**src/rtl/slot_arbiter.sv**
```systemverilog
// slot_arbiter
//   Round-robin time-slot arbiter sharing one resource among p_REQS
//   requesters. A grant lasts until the owner drops its request or until
//   p_SLOT cycles have elapsed, whichever comes first. Optionally,
//   p_GUARD idle cycles are inserted between consecutive grants.
//
// Ports
//   i_clk         clock
//   w_reset       synchronous, active-high reset
//   iv_req        per-requester level request
//   ov_grant      registered one-hot grant; all zero when nobody owns the resource
//   ov_grant_idx  registered index of the current or most recent owner
//   o_busy        high while a grant is active
//   o_slot_end    high in the last cycle of a slot that ends by timeout
module slot_arbiter #(
  parameter int p_REQS  = 4,
  parameter int p_SLOT  = 8,
  parameter int p_GUARD = 1
) (
  input  logic                       i_clk,
  input  logic                       w_reset,
  input  logic [p_REQS-1:0]          iv_req,
  output logic [p_REQS-1:0]          ov_grant,
  output logic [$clog2(p_REQS)-1:0]  ov_grant_idx,
  output logic                       o_busy,
  output logic                       o_slot_end
);

  localparam int unsigned IW = $clog2(p_REQS);
  localparam int unsigned SW = $clog2(p_SLOT);
  localparam int unsigned GW = (p_GUARD > 0) ? $clog2(p_GUARD + 1) : 1;

  localparam logic [IW:0]   REQS_W     = (IW + 1)'(p_REQS);
  localparam logic [IW-1:0] LAST_REQ   = IW'(p_REQS - 1);
  localparam logic [SW-1:0] SLOT_LAST  = SW'(p_SLOT - 1);
  localparam logic [GW-1:0] GUARD_LAST = GW'((p_GUARD > 0) ? (p_GUARD - 1) : 0);

  typedef enum logic [1:0] {
    ST_IDLE,
    ST_GRANT,
    ST_GUARD
  } state_t;

  state_t            state_q, state_d;
  logic [p_REQS-1:0] grant_q, grant_d;
  logic [IW-1:0]     idx_q, idx_d;
  logic [IW-1:0]     ptr_q, ptr_d;
  logic [SW-1:0]     slot_q, slot_d;
  logic [GW-1:0]     guard_q, guard_d;

  // Circular priority scan starting at ptr_q.
  logic              found;
  logic [IW-1:0]     win;
  logic [IW-1:0]     win_next;
  logic [IW:0]       cand;

  always_comb begin
    found = 1'b0;
    win   = '0;
    cand  = '0;
    for (int unsigned i = 0; i < p_REQS; i++) begin
      cand = {1'b0, ptr_q} + i[IW:0];
      if (cand >= REQS_W) begin
        cand = cand - REQS_W;
      end
      if (!found && iv_req[cand[IW-1:0]]) begin
        found = 1'b1;
        win   = cand[IW-1:0];
      end
    end
  end

  assign win_next = (win == LAST_REQ) ? '0 : (win + IW'(1));

  // Slot-end conditions; timeout wins when both hold in the same cycle.
  logic timeout;
  logic release_req;
  logic load;

  assign timeout     = (state_q == ST_GRANT) && (slot_q == SLOT_LAST);
  assign release_req = (state_q == ST_GRANT) && !iv_req[idx_q];

  always_comb begin
    state_d = state_q;
    grant_d = grant_q;
    idx_d   = idx_q;
    ptr_d   = ptr_q;
    slot_d  = slot_q;
    guard_d = guard_q;
    load    = 1'b0;

    case (state_q)
      ST_IDLE: begin
        load = found;
      end

      ST_GRANT: begin
        slot_d = slot_q + SW'(1);
        if (timeout || release_req) begin
          slot_d = '0;
          if (p_GUARD > 0) begin
            grant_d = '0;
            guard_d = '0;
            state_d = ST_GUARD;
          end else if (found) begin
            // No guard: hand over in the end cycle, using the ptr already
            // advanced past the current owner.
            load = 1'b1;
          end else begin
            grant_d = '0;
            state_d = ST_IDLE;
          end
        end
      end

      ST_GUARD: begin
        if (guard_q == GUARD_LAST) begin
          guard_d = '0;
          state_d = ST_IDLE;
        end else begin
          guard_d = guard_q + GW'(1);
        end
      end

      default: begin
        grant_d = '0;
        state_d = ST_IDLE;
      end
    endcase

    if (load) begin
      grant_d      = '0;
      grant_d[win] = 1'b1;
      idx_d        = win;
      ptr_d        = win_next;
      slot_d       = '0;
      state_d      = ST_GRANT;
    end
  end

  always_ff @(posedge i_clk) begin
    if (w_reset) begin
      state_q <= ST_IDLE;
      grant_q <= '0;
      idx_q   <= '0;
      ptr_q   <= '0;
      slot_q  <= '0;
      guard_q <= '0;
    end else begin
      state_q <= state_d;
      grant_q <= grant_d;
      idx_q   <= idx_d;
      ptr_q   <= ptr_d;
      slot_q  <= slot_d;
      guard_q <= guard_d;
    end
  end

  assign ov_grant     = grant_q;
  assign ov_grant_idx = idx_q;
  assign o_busy       = (state_q == ST_GRANT);
  assign o_slot_end   = timeout;

endmodule

```
**config.mk**
```make
export PLATFORM = sky130hd
export DESIGN_NAME = slot_arbiter
export DESIGN_NICKNAME = d
export VERILOG_FILES = /design/src/rtl/slot_arbiter.sv
export SDC_FILE = /design/constraint.sdc
export NUM_CORES = 1
export LEC_CHECK = 0
export ABC_AREA = 1
export CORE_ASPECT_RATIO = 0.8
export CORE_MARGIN = 2
export CORE_UTILIZATION = 30
export CTS_BUF_LIST = sky130_fd_sc_hd__clkbuf_2 sky130_fd_sc_hd__clkbuf_4 sky130_fd_sc_hd__clkbuf_8
export CTS_CLUSTER_DIAMETER = 100
export DETAILED_ROUTE_END_ITERATION = 10
export PLACE_DENSITY = 0.5
export SYNTH_ARGS = -nofsm -noshare
export SYNTH_HDL_FRONTEND = slang
export SYNTH_SLANG_ARGS = --single-unit
```
**constraint.sdc**
```tcl
create_clock -name i_clk -period 2.2 [get_ports i_clk]
set_input_delay 0.44 -clock i_clk [delete_from_list [all_inputs] [get_ports i_clk]]
set_output_delay 0.44 -clock i_clk [all_outputs]
set_load 0.01 [all_outputs]
```
==> impl_metrics.py <==
metrics = {
    "layout": {
        "nets": 172,
        "antenna_cells": 0,
        "drive_above_1_share": 0.233,
        "synthToLayoutAreaGrowth_pct": 34.5,
    },
    "clock_tree": {
        "cts_tree": "built",
        "cts_buffers": 3,
        "cts_setup_buffers": 0,
        "clock-sinks": 13,
        "clkLatencyLatePin_ns": 0.24,
        "cts_root_buffer": "clkbuf_8",
        "clk_pin_slew_worst_paths_ns": 0.06,
        "htreeDepth": 1,
        "clock_path_buffers": 2,
    },
    "grt": {
        "use_met3": 0.0447,
        "antenna_found_initial": 0,
        "grt_max_degree": 10,
        "overflow": 0,
        "grt_most_used_layer": "met2",
        "grt_pass1_vias": 792,
        "met1_usage": 0.176,
        "grt_first_pass_wirelength_um": 3420,
        "grt_usage": 0.131,
        "met2_usage": 0.201,
    },
    "routing": {
        "viasPerCell": 4.41,
        "wl_um": 1960,
        "ant_nets": 0,
        "routedWlPerCell_um": 9.92,
        "drt_iter0_drc": 22,
        "routed-via-count": 869,
        "drc": 0,
        "dr.pass1.iters": 4,
    },
    "sta": {
        "max_freq_ghz": 0.490,
        "tightest_slew_ns": 0.378,
        "final_hold_viol_count": 0,
        "setup-violations-final": 0,
        "maxSlewHeadroom": 0.747,
        "fin_crit_sh": 0.927,
        "skew_ns": 0.00280,
        "min_period_ns": 2.04,
        "drv_slew": 0,
        "grt_setup_unrepaired": "false",
        "post-route-worst-setup-slack_ns": 0.160,
    },
    "critical_path": {
        "cpPeakStageDelay_ns": 0.54,
        "crit_path_start_kind": "flop",
        "cp_slowest_cell": "clkdlybuf4s50_1",
        "crit_required_ns": 1.76,
        "ff2ff_setup_slack_ns": 0.28,
        "critPathMostFrequentCell": "ha_1",
        "arrival_ns": 1.60,
        "crit_fanout": 3,
        "crit_path_end_kind": "output port",
        "criticalPathCategory": "reg2out",
        "path_cells": "ha_1 -> ha_1 -> inv_1 -> nor2_1 -> clkdlybuf4s50_1",
    },
    "synth": {
        "syn_inst": 131,
        "synthDistinctLibCells": 22,
        "synth_top_area_frac": 0.288,
        "yosys.area.top_type": "dfxtp_1",
        "synth_seq_area_share": 0.288,
        "ys_top_cells_by_area": "dfxtp_1, nand2_1, ha_1",
        "avgSynthCellArea_um2": 6.90,
        "syn-num-nets": 143,
        "yosysWarnings": 0,
        "synth.ff_latch_count": 13,
        "synthesis.area_um2": 903,
    },
    "floorplan": {
        "fp.dieArea_um2": 3470,
        "start_util": 0.322,
        "die_w_um": 65.4,
        "fp.coreArea_um2": 2810,
        "dieHeight_um": 53.1,
        "io_pins": 14,
        "num_rows": 17,
    },
    "pwr": {
        "vdd_drop_max_mv": 0.682,
        "p_leak_nw": 0.600,
        "powerDensity_nw_per_um2": 1330,
        "total_power_w": 0.00161,
    },
    "job": {
        "drv_cap": 0,
    },
    "placement": {
        "dp_hpwl_um": 1640,
        "io_buffer_count": 13,
        "gp_congestion": 0.850,
        "post-place-ws_ns": -0.120,
    },
    "hold_path": {
        "hold_path.class": "reg2reg",
    },
    "status": {
        "outcome": "completed",
    },
}
-- cells in the final DEF (no fill, tap or decap), drive strengths merged --
master | synthesis | final
nor2 | 10 | 10
nand4 | 3 | 3
buf | 1 | 13
o22ai | 1 | 1
a22oi | 2 | 2
a21oi | 7 | 7
nand3 | 13 | 13
clkbuf | 1 | 3
inv | 17 | 17
dfxtp | 13 | 13
nand2 | 53 | 53
o21a | 1 | 1
o21ai | 2 | 2
clkdlybuf4s50 | 0 | 13
ha | 6 | 6
clkinv | 1 | 2
-- state kept, by name, summed over array words and instances, names as in the netlist --
register      count
ov_grant_idx      2
slot_q            3
ov_grant          4
state_q           2
ptr_q             2
-- kinds of logic (layout without fill, tap and decap cells) --
logic type	after synthesis	count (layout)	synth area share
adder cells (fa/ha/maj)	6	6	0.0831
flip-flops	13	13	0.288
buffers and inverters	20	48	0.0956
AO/OA/AOI/OAI	13	13	0.0886
AND/OR/NAND/NOR	79	79	0.445
-- power breakdown --
| part | internal [W] | switching [W] | total [W] |
|---|---|---|---|
| clock network | 0.000125 | 0.0000885 | 0.000214 |
| registers | 0.000308 | 0.0000692 | 0.000378 |
| logic | 0.000469 | 0.000554 | 0.00102 |
| total | 0.000902 | 0.000711 | 0.00161 |
-- what timing repair did --
action,CTS,global route
gates resized for setup,0,1
hold buffers,0,0
endpoints found under the setup margin,0,4
-- metal layers --
layer,vias to the layer above,wire [um],part of all wire
met5,-,0,0
met4,0,9,0.0046
met3,2,63,0.032
met2,11,877,0.45
met1,381,1000,0.51
li1,475,-,-
-- synthesized netlist by cell type --
master	number
a21oi_1	7
a22oi_1	2
buf_6	1
clkbuf_1	1
clkinv_2	1
dfxtp_1	13
ha_1	6
inv_1	14
inv_2	2
inv_4	1
nand2_1	44
nand2_2	6
nand2_4	3
nand3_1	9
nand3_2	3
nand3_4	1
nand4_1	3
nor2_1	9
nor2_8	1
o21a_1	1
o21ai_0	2
o22ai_2	1
-- stage by stage --
step | util | TNS [ns] | instances | cell area, um^2 | hold WS [ns]
final | 0.433 | 0 | 197 | 1210 | 0.460
after global routing | 0.433 | 0 | 197 | 1210 | 0.490
after CTS | 0.431 | 0 | 197 | 1210 | 0.463
after detailed placement | 0.414 | -0.448 | 193 | 1160 | 0.454
after global placement | 0.414 | -0.371 | 193 | 1160 | 0.450
after floorplan | - | 0 | 131 | 903 | 0.481
-- critical path, delay by kind of cell (launching register included) --
kind | cells | cell delay, ns
buf+inv | 2 | 0.59
flops | 1 | 0.35
fa+ha+maj | 2 | 0.32
simple gates | 1 | 0.10
-- worst paths after layout --
kind | startpoint | endpoint | depth (start not counted)
hold reg to reg | ov_grant[0]$_SDFFE_PP0P_ | ov_grant[0]$_SDFFE_PP0P_ | 2
hold / removal | ov_grant[0]$_SDFFE_PP0P_ | ov_grant[0]$_SDFFE_PP0P_ | 2
setup reg to reg | ptr_q[0]$_SDFFE_PP0P_ | ptr_q[1]$_SDFFE_PP0P_ | 10
setup / recovery | slot_q[0]$_SDFFE_PP0P_ | o_slot_end | 5
-- area by class of cell --
cell class / count / area, um^2
multi-input combinational: 98 / 562
timing repair buffer: 26 / 228
sequential: 13 / 260
clock inverter: 1 / 5.00
clock buffer: 3 / 41.3
fill: 314 / 1590
inverter: 18 / 71.3
tap: 38 / 47.5
Note: power is estimated with default switching activity, not from simulation.
==> RTL edit: new RTL, same settings <==
The 3 states of `state_t` get a one-hot encoding in 3 bits.
--- a/src/rtl/slot_arbiter.sv
+++ b/src/rtl/slot_arbiter.sv
@@ -35,10 +35,10 @@
   localparam logic [SW-1:0] SLOT_LAST  = SW'(p_SLOT - 1);
   localparam logic [GW-1:0] GUARD_LAST = GW'((p_GUARD > 0) ? (p_GUARD - 1) : 0);
 
-  typedef enum logic [1:0] {
-    ST_IDLE,
-    ST_GRANT,
-    ST_GUARD
+  typedef enum logic [2:0] {
+    ST_IDLE  = 3'b001,
+    ST_GRANT = 3'b010,
+    ST_GUARD = 3'b100
   } state_t;
 
   state_t            state_q, state_d;
Function: no difference found for any inputs over 10 cycles, from zero or initial values and one cycle with w_reset high; not proved beyond that.
==> RTL edit against the original RTL <==
Worst setup slack got worse by 13 ps. Area after synthesis increased by 0.28%. Die area increased by 0.26%. Sequential cell count increased by 1. Global-route usage increased by 0.57 points. Final area increased by 0.62%. First-iteration DRC count increased to 2.6 times the old value. Power decreased by 6.0%. Wire length increased by 5.3%. Critical endpoint is now ov_grant[2]. Highest routed layer is now met3.
==> RTL edit: results <==
set metrics [dict create \
    r2r-end "ptr_q[0]" \
    met1_length_um 1046 \
    routed.top_layer "met3" \
    post-dp-hpwl_um 1623 \
    status "complete, no violations" \
    p_leak_nw 0.5625 \
    pre_cts_ws_ps -134.3 \
    worst_pin_slew_ps 447.7 \
    rows 17 \
    drive_gt1_share_pct 22.64 \
    synth_nets 144 \
    arrival_ps 2170 \
    ys_warn_count 0 \
    fillers 297 \
    r2r_slack_ps 210 \
    rr_worst_depth 17 \
    vias 902 \
    holdCritStartpoint "ov_grant[3]" \
    wl_met3_um 114 \
    dpl_cell_area_um2 1147 \
    vdd_drop_max_uv 530.4 \
    grt_start_max_net_pins 9 \
    crit_path_max_incr_delay_ps 510 \
    cts_root_buf "clkbuf_8" \
    yosysUniqueCellTypes 25 \
    place.gp.congestion 0.8896 \
    skew_ps 0.3228 \
    synth_area_leaders "dfxtp_1, nand2_1, ha_1" \
    synth_commonest_cells "nand2_1, inv_1, dfxtp_1, nand3_1, a21oi_1" \
    ys_seq_area_share_pct 30.94 \
    grt_use_total_pct 13.64 \
    clk_pin_slew_ps 60 \
]
-- RTL edit: changes by cell type in the layout (fill, tap and decap cells not counted), moves of 2 or more --
cell      delta
a22oi_1      -2
a21oi_1      +2
buf_4        -2
nor2_1       -5
clkinv_2     -2
o21ai_1      +2
nand3_1      +3
nand2_1      -4
-- RTL edit: final cells by class --
| cell class | count | area (um2) | share of cell area, % |
|---|---|---|---|
| multi-input combinational | 98 | 550.5 | 45.04 |
| sequential | 14 | 280.3 | 22.93 |
| inverter | 19 | 76.32 | 6.244 |
| timing repair buffer | 24 | 212.7 | 17.40 |
| clock buffer | 4 | 55.05 | 4.504 |
| tap | 38 | 47.55 | 3.889 |
-- RTL edit: worst max path at each step --
stage / end / slack, ps / startpoint / cells after the start
after global routing: ptr_q[0] / -20 / iv_req[3] / 17
after CTS: ptr_q[1] / 120 / iv_req[3] / 15
after floorplan: ptr_q[1] / 450 / iv_req[3] / 14
after global placement: ptr_q[0] / -130 / iv_req[3] / 17
after detailed placement: ptr_q[1] / -130 / iv_req[3] / 15
final: ov_grant[2] / 150 / iv_req[0] / 16
-- RTL edit: metal layers --
metal / global-route usage, % / up-vias
met2: 22.96 / 20
met1: 17.01 / 403
met4: 2.083 / 0
li1: - / 479
met3: 5.106 / 0
met5: 0 / -
-- RTL edit: worst max-delay path: cells and delay by family --
kind / cells / cell delay [ps]
AOI/OAI and AO/OA: 1 / 60
and+or+nand+nor: 10 / 740
buffers and inverters: 4 / 770
adders and majority gates: 1 / 170
-- RTL edit: logic make-up (layout without fill, tap and decap cells) --
| logic type | Yosys count | after routing | share of synthesized area [%] |
|---|---|---|---|
| flops | 14 | 14 | 30.94 |
| compound gates | 17 | 17 | 11.19 |
| buf+inv | 20 | 47 | 9.669 |
| simple gates | 75 | 75 | 39.92 |
| fa+ha+maj | 6 | 6 | 8.287 |
-- RTL edit: repair_timing --
item / in CTS / in global routing
hold buffers: 0 / 0
setup buffers: 0 / 1
setup endpoints to repair: 0 / 6
resized for setup: 0 / 4
-- RTL edit: report_power, final --
group          internal (mW)  leakage (nW)  switching, mW  total, mW
registers              0.323         0.114         0.0679      0.390
clock network          0.158        0.0288         0.0881      0.246
logic                  0.379         0.419          0.500      0.880
total                  0.860         0.563          0.656       1.52
-- RTL edit: through the flow --
| step | instances | setup TNS [ps] | hold WS (ps) |
|---|---|---|---|
| finish | 197 | 0 | 463.0 |
| global route | 197 | -16.87 | 491.4 |
| CTS | 196 | 0 | 469.9 |
| detailed placement | 192 | -677.6 | 452.5 |
| global placement | 192 | -674.9 | 455.7 |
| floorplan | 132 | 0 | 446.7 |
